## config.mk

```make
export PLATFORM = sky130hd
export DESIGN_NAME = t_pulse_gen
export DESIGN_NICKNAME = d
export VERILOG_FILES = /design/src/rtl/t_pulse_gen_pkg.sv /design/src/rtl/tpg_sync2.sv /design/src/rtl/t_pulse_gen.sv
export SDC_FILE = /design/constraint.sdc
export NUM_CORES = 1
export LEC_CHECK = 0
export ABC_AREA = 1
export CAP_MARGIN = 10
export CORE_MARGIN = 2
export CORE_UTILIZATION = 30
export CTS_BUF_LIST = sky130_fd_sc_hd__clkbuf_8
export DETAILED_ROUTE_END_ITERATION = 10
export GPL_TIMING_DRIVEN = 0
export PLACE_DENSITY = 0.57
export SYNTH_ARGS = -nofsm -noshare
export SYNTH_HDL_FRONTEND = slang
export SYNTH_SLANG_ARGS = --single-unit
```

## constraint.sdc

```tcl
create_clock -name clk -period 5.3 [get_ports clk]
set_input_delay 0.53 -clock clk [delete_from_list [all_inputs] [get_ports clk]]
set_output_delay 0.53 -clock clk [all_outputs]
set_load 0.05 [all_outputs]
```

## src/rtl/t_pulse_gen_pkg.sv

```systemverilog
// Shared types and defaults for the t_pulse_gen toggle-strobe generator.
package t_pulse_gen_pkg;

  localparam int CNT_W_DEF = 16;

  typedef enum logic [1:0] {
    IDLE = 2'd0,
    RUN  = 2'd1,
    DONE = 2'd2
  } state_t;

endpackage

```

## src/rtl/tpg_sync2.sv

```systemverilog
// Single-bit two-flop synchronizer with synchronous active-high reset to 0.
module tpg_sync2 (
  input  logic clk,
  input  logic rst,
  input  logic d,
  output logic q
);

  logic meta;

  always_ff @(posedge clk) begin
    if (rst) begin
      meta <= 1'b0;
      q    <= 1'b0;
    end else begin
      meta <= d;
      q    <= meta;
    end
  end

endmodule

```

## src/rtl/t_pulse_gen.sv

```systemverilog
// Programmable toggle-strobe generator: burst or continuous single-cycle t pulses.
// Define TPG_START_SYNC_EN to pass start/stop through two-flop synchronizers (+2 cycles).
module t_pulse_gen
  import t_pulse_gen_pkg::*;
#(
  parameter int CNT_W = CNT_W_DEF
) (
  input  logic             clk,
  input  logic             rst,
  input  logic             start,
  input  logic             stop,
  input  logic [CNT_W-1:0] period,
  input  logic [CNT_W-1:0] burst,
  output logic             t,
  output logic             busy,
  output logic             done,
  output logic [CNT_W-1:0] count
);

  logic start_s;
  logic stop_s;

`ifdef TPG_START_SYNC_EN
  tpg_sync2 u_sync_start (.clk(clk), .rst(rst), .d(start), .q(start_s));
  tpg_sync2 u_sync_stop  (.clk(clk), .rst(rst), .d(stop),  .q(stop_s));
`else
  assign start_s = start;
  assign stop_s  = stop;
`endif

  state_t           state, state_nxt;
  logic [CNT_W-1:0] pcnt, pcnt_nxt;
  logic [CNT_W-1:0] per_sh, per_sh_nxt;
  logic [CNT_W-1:0] burst_sh, burst_sh_nxt;
  logic [CNT_W-1:0] count_nxt;
  logic             t_nxt, busy_nxt, done_nxt;
  logic             last;

  // The pulse on t right now is the final one of a finite burst.
  assign last = t && (burst_sh != '0) && (count == burst_sh);

  always_comb begin
    state_nxt    = state;
    pcnt_nxt     = pcnt;
    per_sh_nxt   = per_sh;
    burst_sh_nxt = burst_sh;
    count_nxt    = count;
    t_nxt        = 1'b0;
    busy_nxt     = 1'b0;
    done_nxt     = 1'b0;
    case (state)
      IDLE: begin
        if (start_s && !stop_s && (period != '0)) begin
          state_nxt    = RUN;
          per_sh_nxt   = period;
          burst_sh_nxt = burst;
          count_nxt    = '0;
          pcnt_nxt     = period - CNT_W'(1);
        end
      end
      RUN: begin
        // Stop outranks both burst completion and a due pulse.
        if (stop_s) begin
          state_nxt = IDLE;
        end else if (last) begin
          state_nxt = DONE;
          done_nxt  = 1'b1;
        end else begin
          busy_nxt = 1'b1;
          if (pcnt == '0) begin
            t_nxt     = 1'b1;
            count_nxt = count + CNT_W'(1);
            pcnt_nxt  = per_sh - CNT_W'(1);
          end else begin
            pcnt_nxt = pcnt - CNT_W'(1);
          end
        end
      end
      DONE: state_nxt = IDLE;
      default: state_nxt = IDLE;
    endcase
  end

  always_ff @(posedge clk) begin
    if (rst) begin
      state    <= IDLE;
      pcnt     <= '0;
      per_sh   <= '0;
      burst_sh <= '0;
      count    <= '0;
      t        <= 1'b0;
      busy     <= 1'b0;
      done     <= 1'b0;
    end else begin
      state    <= state_nxt;
      pcnt     <= pcnt_nxt;
      per_sh   <= per_sh_nxt;
      burst_sh <= burst_sh_nxt;
      count    <= count_nxt;
      t        <= t_nxt;
      busy     <= busy_nxt;
      done     <= done_nxt;
    end
  end

endmodule

```

Yosys cells after proc, flatten, opt, wreduce, memory -nomap -nowiden
Cells that the tools add are included.
W data, S select, Z words.
{"block": "op_classes", "addsub": 4, "n_mul": 0, "div_mod_pow": 0, "magnitude_cmp": 0, "eq_ne": 7, "shifts": 0, "n_mux": 17, "n_bitwise": 1, "reduce_logical": 16}
{"operator": "$mux W16", "n": 8}
{"operator": "$pmux W16 S2", "n": 2}
{"operator": "$sub A16 B1 Y16 const B", "n": 3}
{"operator": "$reduce_bool A16 Y1", "n": 2}
{"operator": "$add A16 B1 Y16 const B", "n": 1}
{"operator": "$eq A16 B16 Y1", "n": 1}
{"operator": "$logic_not A16 Y1", "n": 1}
{"operator": "$ne A2 B2 Y1 const B", "n": 4}
{"operator": "$mux W2", "n": 3}
{"operator": "$reduce_and A5 Y1", "n": 1}
{"operator": "$logic_and A1 B1 Y1", "n": 4}
{"operator": "$pmux W2 S2", "n": 1}
{"operator": "$reduce_and A2 Y1", "n": 2}
{"operator": "$reduce_and A4 Y1", "n": 1}
{"operator": "$reduce_or A4 Y1", "n": 1}
{"operator": "$mux W1", "n": 3}
{"operator": "$ne A3 B3 Y1 const B", "n": 1}
{"operator": "$reduce_or A3 Y1", "n": 1}
{"operator": "$eq A2 B1 Y1 const B", "n": 1}
{"operator": "$logic_not A2 Y1", "n": 1}
{"operator": "$reduce_bool A2 Y1", "n": 1}
{"operator": "$logic_not A1 Y1", "n": 1}
{"operator": "$not A1 Y1", "n": 1}
{"block": "word_totals", "ff_bits": 69, "latchBits": 0, "mem_bits_rw": 0, "rom_bits": 0, "in_bits": 36, "output_inout_bits": 19, "elab_cells": 53, "n_memories": 0}

Depth between registers and ports, before layout
Gate-level depths: netlist (run 1).
{"block": "depth", "ltp_word": 6, "depth_mapped": 15, "depth_no_buf": 14}

Least setup slack after synthesis (run 1)
No wires, ideal clock.
{"block": "synth_path", "path_type": "register to register", "start": "register count[11]", "end": "register count[10]", "setup_time_ns": 0.123, "arrival_time_ns": 1.930, "required_time_ns": 5.177, "slack_ns": 3.246, "stages_incl_launch_ff": 10, "path_buffers": 2, "synth_period_minus_slack_ns": 2.054, "path_cell_list": "dfxtp_1 clkbuf_2 o21ai_0 nor4_2 nand3_2 nand2_2 nand2_4 clkbuf_1 nand3_1 a21oi_2"}
{"block": "synth_between", "elab_chain_len": 4}
{"item": "start: declaration", "line": "t_pulse_gen.sv:17", "rtl": "output logic [CNT_W-1:0] count"}
{"item": "start signal: assignment", "line": "t_pulse_gen.sv:99", "rtl": "count <= count_nxt;"}
{"item": "$eq A16 B16 Y1", "line": "t_pulse_gen.sv:40", "rtl": "assign last = t && (burst_sh != '0) && (count == burst_sh);"}
{"item": "$logic_and A1 B1 Y1", "line": "t_pulse_gen.sv:40"}
{"item": "$ne A2 B2 Y1 (no line)"}
{"item": "$reduce_and A5 Y1 (no line)"}
No other way between the ends.
A chain may end at the register's enable or synchronous reset.

Final worst setup path (run 1)
{"block": "layout_path", "start": "input port period[0]", "end": "register per_sh[2]"}
{"block": "layout_between", "elab_chain_len": 3}
{"item": "start: declaration", "line": "t_pulse_gen.sv:12", "rtl": "input logic [CNT_W-1:0] period,"}
{"item": "$reduce_bool A16 Y1", "line": "t_pulse_gen.sv:53", "rtl": "if (start_s && !stop_s && (period != '0)) begin"}
{"item": "$logic_and A1 B1 Y1", "line": "t_pulse_gen.sv:53"}
{"item": "$reduce_and A2 Y1 (no line)"}
{"item": "end signal: assignment", "line": "t_pulse_gen.sv:97", "rtl": "per_sh <= per_sh_nxt;"}
{"item": "end: declaration", "line": "t_pulse_gen.sv:33", "rtl": "logic [CNT_W-1:0] per_sh, per_sh_nxt;"}
No other way between the ends.

==> impl_metrics.ini, run 1 <==
[setup_path]
slowest_delay_ns = 0.44
timing.rr.start = state[0]
worstPathMaxFanout = 10
critical_path.startpoint_type = input pin
crit_buf_inv = 3
crit_path_cell_trace = clkdlybuf4s50_1 -> nor4_1 -> nand4_1 -> nand3b_2 -> buf_2 -> clkbuf_1 -> a21oi_1
cpLargestDelayFamily = buffers and inverters
cp-end-kind = flop
crit_slowest_cell = sky130_fd_sc_hd__clkdlybuf4s50_1
worst-endpoint-required_ns = 5.52
regToRegEndpoint = pcnt[8]
critPathArrivalTime_ns = 2.75
worst-r2r-setup-slack_ns = 2.90
rr_worst_depth = 15
timing_worst_setup_path_type = in2reg

[flow_run]
timing.max_cap.violations = 0

[sta]
fin_hold_ws_ns = 0.4478
final_max_slew_viol_count = 0
worst-slew-pin-transition_ns = 0.5255
achievable-frequency_mhz = 395.6
relSlewSlack_pct = 64.97
report.final.hold_viol_count = 0
setup_ws_ns = 2.772
finalClockSkew_ns = 0.01336
fin_crit_ns = 2.528
finalSetupViolCount = 0
timing.setup.tns_ns = 0
timing.final.crit_share_pct = 47.69
grt_setup_unrepaired = no

[route]
detail_route.iter0.violations = 214
top_layer_used = met4
route.detailed.wl_per_inst_um = 13.76
routed-wl-met3_um = 532
postRouteAntennaNets = 0
post_drt_via_cell_ratio = 4.757
drt-pass1-iter-count = 5
number_of_remaining_drc_errors = 0
detailroute.via_count = 4110
metal2_wl_um = 5735
drt-total-wl_um = 11890
wl_met1_um = 5461

[floorplan]
initial_utilization_pct = 30.78
fp-row-count = 42
die_width_um = 120.8
placeableCoreArea_um2 = 13300
floorplan.die_area_um2 = 14590
io_pins = 55
dieHeight_um = 120.8

[yosys]
synth_seq_area_share_pct = 33.75
proportion_of_register_bits_with_asynchronous_set_or_reset_after_synthesis_pct = 0
synth_nets = 657
synth_seq_cells = 69
edff_count_synth = 0
postSynth.topFlopCell = sky130_fd_sc_hd__dfxtp_1
yosys.cell_types.count = 35
synth_cells = 619
syn_area_um2 = 4093
yosysWarnings = 0
avgSynthCellArea_um2 = 6.612

[power]
power_frac_comb_pct = 18.7
vdd_drop_max_mv = 0.1389
power.switching_uw = 381.5
internal-power_uw = 931.5
power.leakage_uw = 0.001982
power.sequential.fraction_pct = 43.4
clock_network_fraction_of_design_power_pct = 37.9
powerDensity_nw_per_um2 = 259.0
net_sw_share_pct = 29.06

[global_route]
grt_first_pass_wirelength_um = 19640
grt_pass1_vias = 3989
largest_net_degree_at_the_start_of_global_routing = 12
antenna_found_initial = 0
global_route.usage.total_pct = 17.08
global_route.overflow_total = 0

[place]
globalplace.congestion = 0.8933
port-buffer-count = 53
place.detailed.hpwl_um = 9303
post-place-ws_ns = 2.394

[cts]
clkSlewWorstSetupHoldPaths_ns = 0.07
tritoncts = yes
cts_hold_repair.buffers = 0
htree_num_levels = 3
cts_resized = 0
clkSinkCount = 69
clock_tree.buffer_depth = 2
cts_root_buf = sky130_fd_sc_hd__clkbuf_8
number_of_clock_buffers_inserted_by_tritoncts = 9
cts_post_setup_buffers_inserted = 0
worstSkewPairLatency_ns = 0.36

[min_path]
holdPathStages = 2
whs_endpoint = per_sh[8]
holdCritPathClass = reg2reg
worstHoldStart = per_sh[8]

[final_layout]
post_route_cells_drive_above_1_share_pct = 11.63
diodes_inserted = 0
layout_common_cells = sky130_fd_sc_hd__nand2_1 (113), sky130_fd_sc_hd__nor2_1 (85), sky130_fd_sc_hd__inv_1 (72)
finish.net_count = 721
areaGrowthSynthToFinish_pct = 23.85
fin_util_pct = 38.12
most_common_cell_after_layout_fill_and_taps_aside = sky130_fd_sc_hd__nand2_1

[status]
outcome = completed
## worst reg2reg max path: stages, from the launching register on
cell	delay (ns)
sky130_fd_sc_hd__dfxtp_1	0.34
sky130_fd_sc_hd__inv_1	0.07
sky130_fd_sc_hd__nor2_4	0.24
sky130_fd_sc_hd__inv_2	0.13
sky130_fd_sc_hd__buf_2	0.21
sky130_fd_sc_hd__nor2_1	0.11
sky130_fd_sc_hd__nand2_1	0.06
sky130_fd_sc_hd__nand2_1	0.12
sky130_fd_sc_hd__ha_1	0.21
sky130_fd_sc_hd__nand2_1	0.10
sky130_fd_sc_hd__nor2_2	0.28
sky130_fd_sc_hd__nand2_1	0.13
sky130_fd_sc_hd__xor2_1	0.14
sky130_fd_sc_hd__nand2_1	0.06
sky130_fd_sc_hd__nand2_1	0.05
sky130_fd_sc_hd__inv_1	0.03
## final cells by class
class | count | area [um2]
Fill cell | 1446 | 8227
Multi-Input combinational cell | 447 | 2263
Clock inverter | 5 | 73.82
Timing Repair Buffer | 53 | 530.5
Tap cell | 176 | 220.2
Inverter | 74 | 277.8
Clock buffer | 11 | 151.4
Buffer | 29 | 170.2
Sequential cell | 69 | 1381
## flip-flops by register name, summed over array words and instances, names as in the netlist
name / cells
busy: 1
state: 2
count: 16
done: 1
pcnt: 16
burst_sh: 16
t: 1
per_sh: 16
## synthesized netlist by cell type, types with 8 or more instances
master	n	area, um2
sky130_fd_sc_hd__clkbuf_1	12	45.04
sky130_fd_sc_hd__nor2_1	85	319.1
sky130_fd_sc_hd__a21oi_1	44	220.2
sky130_fd_sc_hd__xor2_1	13	113.9
sky130_fd_sc_hd__dfxtp_1	69	1381
sky130_fd_sc_hd__nand2_1	113	424.2
sky130_fd_sc_hd__or2_2	8	50.05
sky130_fd_sc_hd__o21ai_0	49	245.2
sky130_fd_sc_hd__nand4_1	14	87.58
sky130_fd_sc_hd__a21oi_2	10	87.58
sky130_fd_sc_hd__inv_1	71	266.5
sky130_fd_sc_hd__xnor2_1	9	78.83
sky130_fd_sc_hd__nand2_2	14	87.58
sky130_fd_sc_hd__nand3_1	50	250.2
## cell families after synthesis
logic type	count (synthesis)	share of synthesized area (%)
AOI/OAI and AO/OA	106	14.22
adders and majority gates	2	0.6113
and+or+nand+nor	317	35.77
DFF	69	33.75
xor gates and xnor gates	22	4.708
buffers and inverters	103	10.94
## through the flow
stage               cells  instance area [um2]  total power, uW
detailed placement    848                 4843            826.8
global route          864                 5069             1380
global placement      848                 4843            823.8
CTS                   864                 5069             1324
floorplan             619                 4093            743.0
finish                864                 5069             1313
## worst max-delay path by stage
stage              start      endpoint  slack, ns  depth (start not counted)
2_1_floorplan  count[11]     count[10]       3.25                          9
3_3_place_gp   period[0]  burst_sh[12]       2.40                          7
3_5_place_dp   period[0]     per_sh[2]       2.39                          7
4_1_cts        period[0]     per_sh[2]       2.77                          7
5_1_grt         state[0]       pcnt[8]       2.66                         15
6_report       period[0]     per_sh[2]       2.77                          7
## layer usage
layer / global-route usage [%] / vias to the layer above
li1: - / 2121
met3: 4.434 / 14
met1: 20.98 / 1875
met5: 0 / -
met2: 29.77 / 100
met4: 4.070 / 0
## power groups by stage
stage / clock network [uW] / logic [uW] / registers (uW)
3_5_place_dp: 0 / 246 / 581
4_1_cts: 508 / 247 / 569
3_3_place_gp: 0 / 244 / 580
5_1_grt: 531 / 276 / 573
6_report: 497 / 246 / 569
2_1_floorplan: 0 / 165 / 578
Power figures use the tool's default switching activity.
==> inputs of run 2 (changes only) <==
clock period = 2.6 ns   (was 5.3 ns; I/O delays follow)
==> run 2 against run 1 <==
Against the previous run:
- flip-flop and latch count unchanged
- sequential power grew 100%
- sequential share of layout area about the same
==> impl_metrics.ini, run 2 (synthesis gave the netlist of run 1 again) <==
[route]
postRouteAntennaNets = 0
drt-pass1-iter-count = 4
detail_route.iter0.violations = 176
post_drt_via_cell_ratio = 4.741
route.detailed.wl_per_inst_um = 13.72
number_of_remaining_drc_errors = 0
detailroute.via_count = 4096
drt-total-wl_um = 11850

[cts]
clkSinkCount = 69
cts_root_buf = sky130_fd_sc_hd__clkbuf_8
clkSlewWorstSetupHoldPaths_ns = 0.08
clock_tree.buffer_depth = 2
worstSkewPairLatency_ns = 0.36
htree_num_levels = 3
cts_hold_repair.buffers = 0
tritoncts = yes
number_of_clock_buffers_inserted_by_tritoncts = 9

[global_route]
largest_net_degree_at_the_start_of_global_routing = 12
grt_first_pass_wirelength_um = 19640
global_route.overflow_total = 0
global_route.usage.total_pct = 17.08
grt_pass1_vias = 3989
antenna_found_initial = 0

[final_layout]
areaGrowthSynthToFinish_pct = 23.97
post_route_cells_drive_above_1_share_pct = 11.63
layout_common_cells = sky130_fd_sc_hd__nand2_1 (113), sky130_fd_sc_hd__nor2_1 (85), sky130_fd_sc_hd__inv_1 (72)
most_common_cell_after_layout_fill_and_taps_aside = sky130_fd_sc_hd__nand2_1
regArea_um2 = 1381
final_instance_area_um2 = 5074
multi_input_comb_area_um2 = 2268
final.fill_count = 1444
fin_util_pct = 38.16
finish.net_count = 721
diodes_inserted = 0

[place]
port-buffer-count = 53
post-place-ws_ns = -0.03570
place.detailed.hpwl_um = 9303
post_placement_cell_area_um2 = 4843
globalplace.congestion = 0.8933

[floorplan]
io_pins = 55
fp-row-count = 42
floorplan.die_area_um2 = 14590
placeableCoreArea_um2 = 13300
die_width_um = 120.8
dieHeight_um = 120.8
initial_utilization_pct = 30.78

[power]
powerDensity_nw_per_um2 = 527.2
total_power_uw = 2675
power.leakage_uw = 0.001982
vdd_drop_max_mv = 0.2831

[sta]
finalSetupViolCount = 0
timing.final.crit_share_pct = 88.59
final_max_slew_viol_count = 0
fin_hold_ws_ns = 0.2077
grt_setup_unrepaired = no
achievable-frequency_mhz = 434.2
finalClockSkew_ns = 0.01085
report.final.hold_viol_count = 0
fin_crit_ns = 2.303
setup_ws_ns = 0.2967
worst-slew-pin-transition_ns = 0.5137
relSlewSlack_pct = 65.65

[min_path]
worstHoldStart = rst
holdCritPathClass = in2reg
holdPathStages = 2

[flow_run]
timing.max_cap.violations = 0

[status]
outcome = completed

[setup_path]
setup.worst_path.start = state[0]
worst-endpoint-required_ns = 2.86
critical_path.startpoint_type = flop
worstPathMaxFanout = 10
cp-end-kind = flop
timing_worst_setup_path_type = reg2reg
critPathArrivalTime_ns = 2.56
rr_worst_depth = 15
timing.rr.start = state[0]
run 2: cell counts in the layout (fill, tap and decap cells not counted):
Identical to the previous run, type by type.
run 2: final timing paths:
kind | slack [ns] | to
min reg2reg | 0.45 | per_sh[14]
max reg2reg | 0.30 | pcnt[8]
min | 0.21 | count[7]
max | 0.30 | pcnt[8]
run 2: power breakdown:
group          internal, uW  switching [uW]  total (uW)
registers              1120            43.0        1160
logic                   195             307         503
clock network           586             426        1010
total                  1900             776        2680
run 2: worst max-delay path, cell delays in order (launching register included):
cell,delay (ns)
sky130_fd_sc_hd__dfxtp_1,0.34
sky130_fd_sc_hd__inv_1,0.07
sky130_fd_sc_hd__nor2_4,0.24
sky130_fd_sc_hd__inv_2,0.13
sky130_fd_sc_hd__buf_2,0.21
sky130_fd_sc_hd__nor2_1,0.11
sky130_fd_sc_hd__nand2_1,0.06
sky130_fd_sc_hd__nand2_1,0.12
sky130_fd_sc_hd__ha_1,0.21
sky130_fd_sc_hd__nand2_1,0.12
sky130_fd_sc_hd__nor2_4,0.20
sky130_fd_sc_hd__nand2_1,0.10
sky130_fd_sc_hd__xor2_1,0.13
sky130_fd_sc_hd__nand2_1,0.06
sky130_fd_sc_hd__nand2_1,0.05
sky130_fd_sc_hd__inv_1,0.03
run 2: repair_timing:
action / 4_1_cts / 5_1_grt
resized for setup: 0 / 1
endpoints found under the setup margin: 0 / 1
buffers inserted: 0 / 0
run 2: routing by layer:
| metal | vias to the layer above | share of wire, % | global-route usage, % |
|---|---|---|---|
| met3 | 11 | 4.7 | 4.434 |
| met5 | - | 0 | 0 |
| met1 | 1875 | 46 | 20.98 |
| li1 | 2120 | - | - |
| met2 | 90 | 48 | 29.77 |
| met4 | 0 | 1.2 | 4.070 |
run 2: through the flow:
stage,instances,TNS [ns]
6_report,864,0
5_1_grt,864,0
4_1_cts,864,0
3_5_place_dp,848,-0.2155
3_3_place_gp,848,-0.2397
2_1_floorplan,619,0
run 2: cell type report:
cell class / instances / area share, %
multi-input combinational: 447 / 44.71
sequential: 69 / 27.23
timing repair buffer: 53 / 10.46
inverter: 74 / 5.475
tap: 176 / 4.340
buffer: 29 / 3.354
clock buffer: 11 / 2.984
clock inverter: 5 / 1.455
==> inputs of run 3 (changes only) <==
DONT_BUFFER_PORTS = 1   (was default)
PLACE_DENSITY = 0.52   (was 0.57)
==> run 3 against run 2 <==
Against the previous run:
- final area is 10% lower
- via count is 3.5% lower
- flip-flop and latch count stayed put
- worst hold slack worse by 0.13 ns
- highest routed layer unchanged
==> impl_metrics.ini, run 3 (synthesis gave the netlist of run 1 again) <==
[min_path]
holdCritPathClass = in2reg

[final_layout]
instances_no_fill = 811
multi_input_comb_area_um2 = 2268
fin_util_pct = 34.20
most_common_cell_after_layout_fill_and_taps_aside = sky130_fd_sc_hd__nand2_1
diodes_inserted = 0
areaGrowthSynthToFinish_pct = 11.10
post_route_cells_drive_above_1_share_pct = 13.86
regArea_um2 = 1390
finish.net_count = 668
final.fill_count = 1462
final_instance_area_um2 = 4547
layout_common_cells = sky130_fd_sc_hd__nand2_1 (113), sky130_fd_sc_hd__nor2_1 (85), sky130_fd_sc_hd__inv_1 (71)

[floorplan]
floorplan.die_area_um2 = 14590
fp-row-count = 42
die_width_um = 120.8
io_pins = 55
initial_utilization_pct = 30.78
dieHeight_um = 120.8
placeableCoreArea_um2 = 13300

[global_route]
global_route.usage.total_pct = 17.70
largest_net_degree_at_the_start_of_global_routing = 13
grt_first_pass_wirelength_um = 19950
antenna_found_initial = 0
global_route.usage.met2_pct = 29.56
global_route.usage.met1_pct = 22.12
grtUsageMet3_pct = 4.717
grt_pass1_vias = 3826
grt_busiest_layer = met2
global_route.overflow_total = 0

[route]
drt-pass1-iter-count = 5
drt-total-wl_um = 12160
post_drt_via_cell_ratio = 4.873
route.detailed.wl_per_inst_um = 15.00
detail_route.iter0.violations = 256
postRouteAntennaNets = 0
detailroute.via_count = 3952
number_of_remaining_drc_errors = 0

[flow_run]
timing.max_cap.violations = 0

[sta]
finalClockSkew_ns = 0.008913
fin_crit_ns = 2.363
finalSetupViolCount = 0
report.final.hold_viol_count = 0
grt_setup_unrepaired = no
setup_ws_ns = 0.2366
final_max_slew_viol_count = 0
relSlewSlack_pct = 42.97
worst-slew-pin-transition_ns = 0.8543
achievable-frequency_mhz = 423.1
timing.final.crit_share_pct = 90.90

[cts]
clkSinkCount = 69
htree_num_levels = 3
cts_root_buf = sky130_fd_sc_hd__clkbuf_8
clkSlewWorstSetupHoldPaths_ns = 0.08
worstSkewPairLatency_ns = 0.37
cts_post_setup_buffers_inserted = 0
number_of_clock_buffers_inserted_by_tritoncts = 9
tritoncts = yes
clock_tree.buffer_depth = 2

[place]
place.detailed.hpwl_um = 9381
port-buffer-count = 0
globalplace.congestion = 0.8953
post-place-ws_ns = -0.005767
placed_instances = 795
post_placement_cell_area_um2 = 4313

[setup_path]
worst-endpoint-required_ns = 2.91
regToRegEndpoint = count[0]
timing.rr.start = count[0]
timing_worst_setup_path_type = reg2reg
worstSetupEndpoint = count[0]
worst-r2r-setup-slack_ns = 0.24
cp-end-kind = flop
critical_path.startpoint_type = flop
critPathArrivalTime_ns = 2.67
worstPathMaxFanout = 17
setup.worst_path.start = count[0]
rr_worst_depth = 10

[status]
outcome = completed

[power]
power.leakage_uw = 0.001776
power.sequential.fraction_pct = 45.3
internal-power_uw = 1800
powerDensity_nw_per_um2 = 567.9
clock_network_fraction_of_design_power_pct = 37.9
power_frac_comb_pct = 16.8
power.switching_uw = 782.8
net_sw_share_pct = 30.31
vdd_drop_max_mv = 0.3445
[run 3: layer usage]
layer  part of all wire [%]  up-vias
met4                    1.4        0
met1                     46     1818
met3                    5.3       13
li1                       -     2011
met5                      0        -
met2                     47      110
[run 3: how the worst min path moves through the flow]
| stage | start | endpoint | slack, ns | depth (start not counted) |
|---|---|---|---|---|
| final | burst[15] | burst_sh[15] | 0.08 | 2 |
| after global routing | period[0] | per_sh[0] | 0.07 | 2 |
| after CTS | period[15] | per_sh[15] | 0.07 | 2 |
| after detailed placement | stop | state[1] | 0.36 | 1 |
| after global placement | stop | state[1] | 0.34 | 1 |
| after floorplan | stop | done | 0.34 | 1 |
[run 3: worst max-delay path, stage by stage (launching register included)]
cell	delay (ns)
sky130_fd_sc_hd__dfxtp_1	0.88
sky130_fd_sc_hd__xnor2_1	0.20
sky130_fd_sc_hd__nand3_1	0.09
sky130_fd_sc_hd__a21oi_1	0.18
sky130_fd_sc_hd__nand3_2	0.19
sky130_fd_sc_hd__nand2_2	0.13
sky130_fd_sc_hd__nand2_4	0.14
sky130_fd_sc_hd__nand2_4	0.15
sky130_fd_sc_hd__buf_12	0.15
sky130_fd_sc_hd__nand2_2	0.06
sky130_fd_sc_hd__a21oi_2	0.14
[run 3: per-stage QoR]
stage	hold WS, ns	TNS (ns)	total power (uW)
after detailed placement	0.3565	-0.005767	1624
after global routing	0.07109	0	2722
final	0.07950	0	2582
after floorplan	0.3385	0	1515
after global placement	0.3427	0	1619
after CTS	0.06556	0	2611
[run 3: cell type report]
cell class | instances | area share (%)
plain buffers | 28 | 3.660
clock buffers | 9 | 2.724
clock inverters | 7 | 1.981
inverters | 74 | 6.109
multi-input cells | 447 | 49.89
flip-flops and latches | 69 | 30.57
well taps | 176 | 4.843
repair buffers | 1 | 0.2201
[run 3: power groups by stage]
stage	combinational, uW	sequential (uW)	clock [uW]
global route	495	1180	1050
detailed placement	430	1190	0
global placement	426	1190	0
finish	433	1170	979
floorplan	336	1180	0
CTS	435	1170	1010
[run 3: repair_timing]
item	CTS	global route
resized for setup	1	7
endpoints found under the hold margin	2	0
gates cloned	0	0
hold buffers	1	0
setup endpoints to repair	1	25
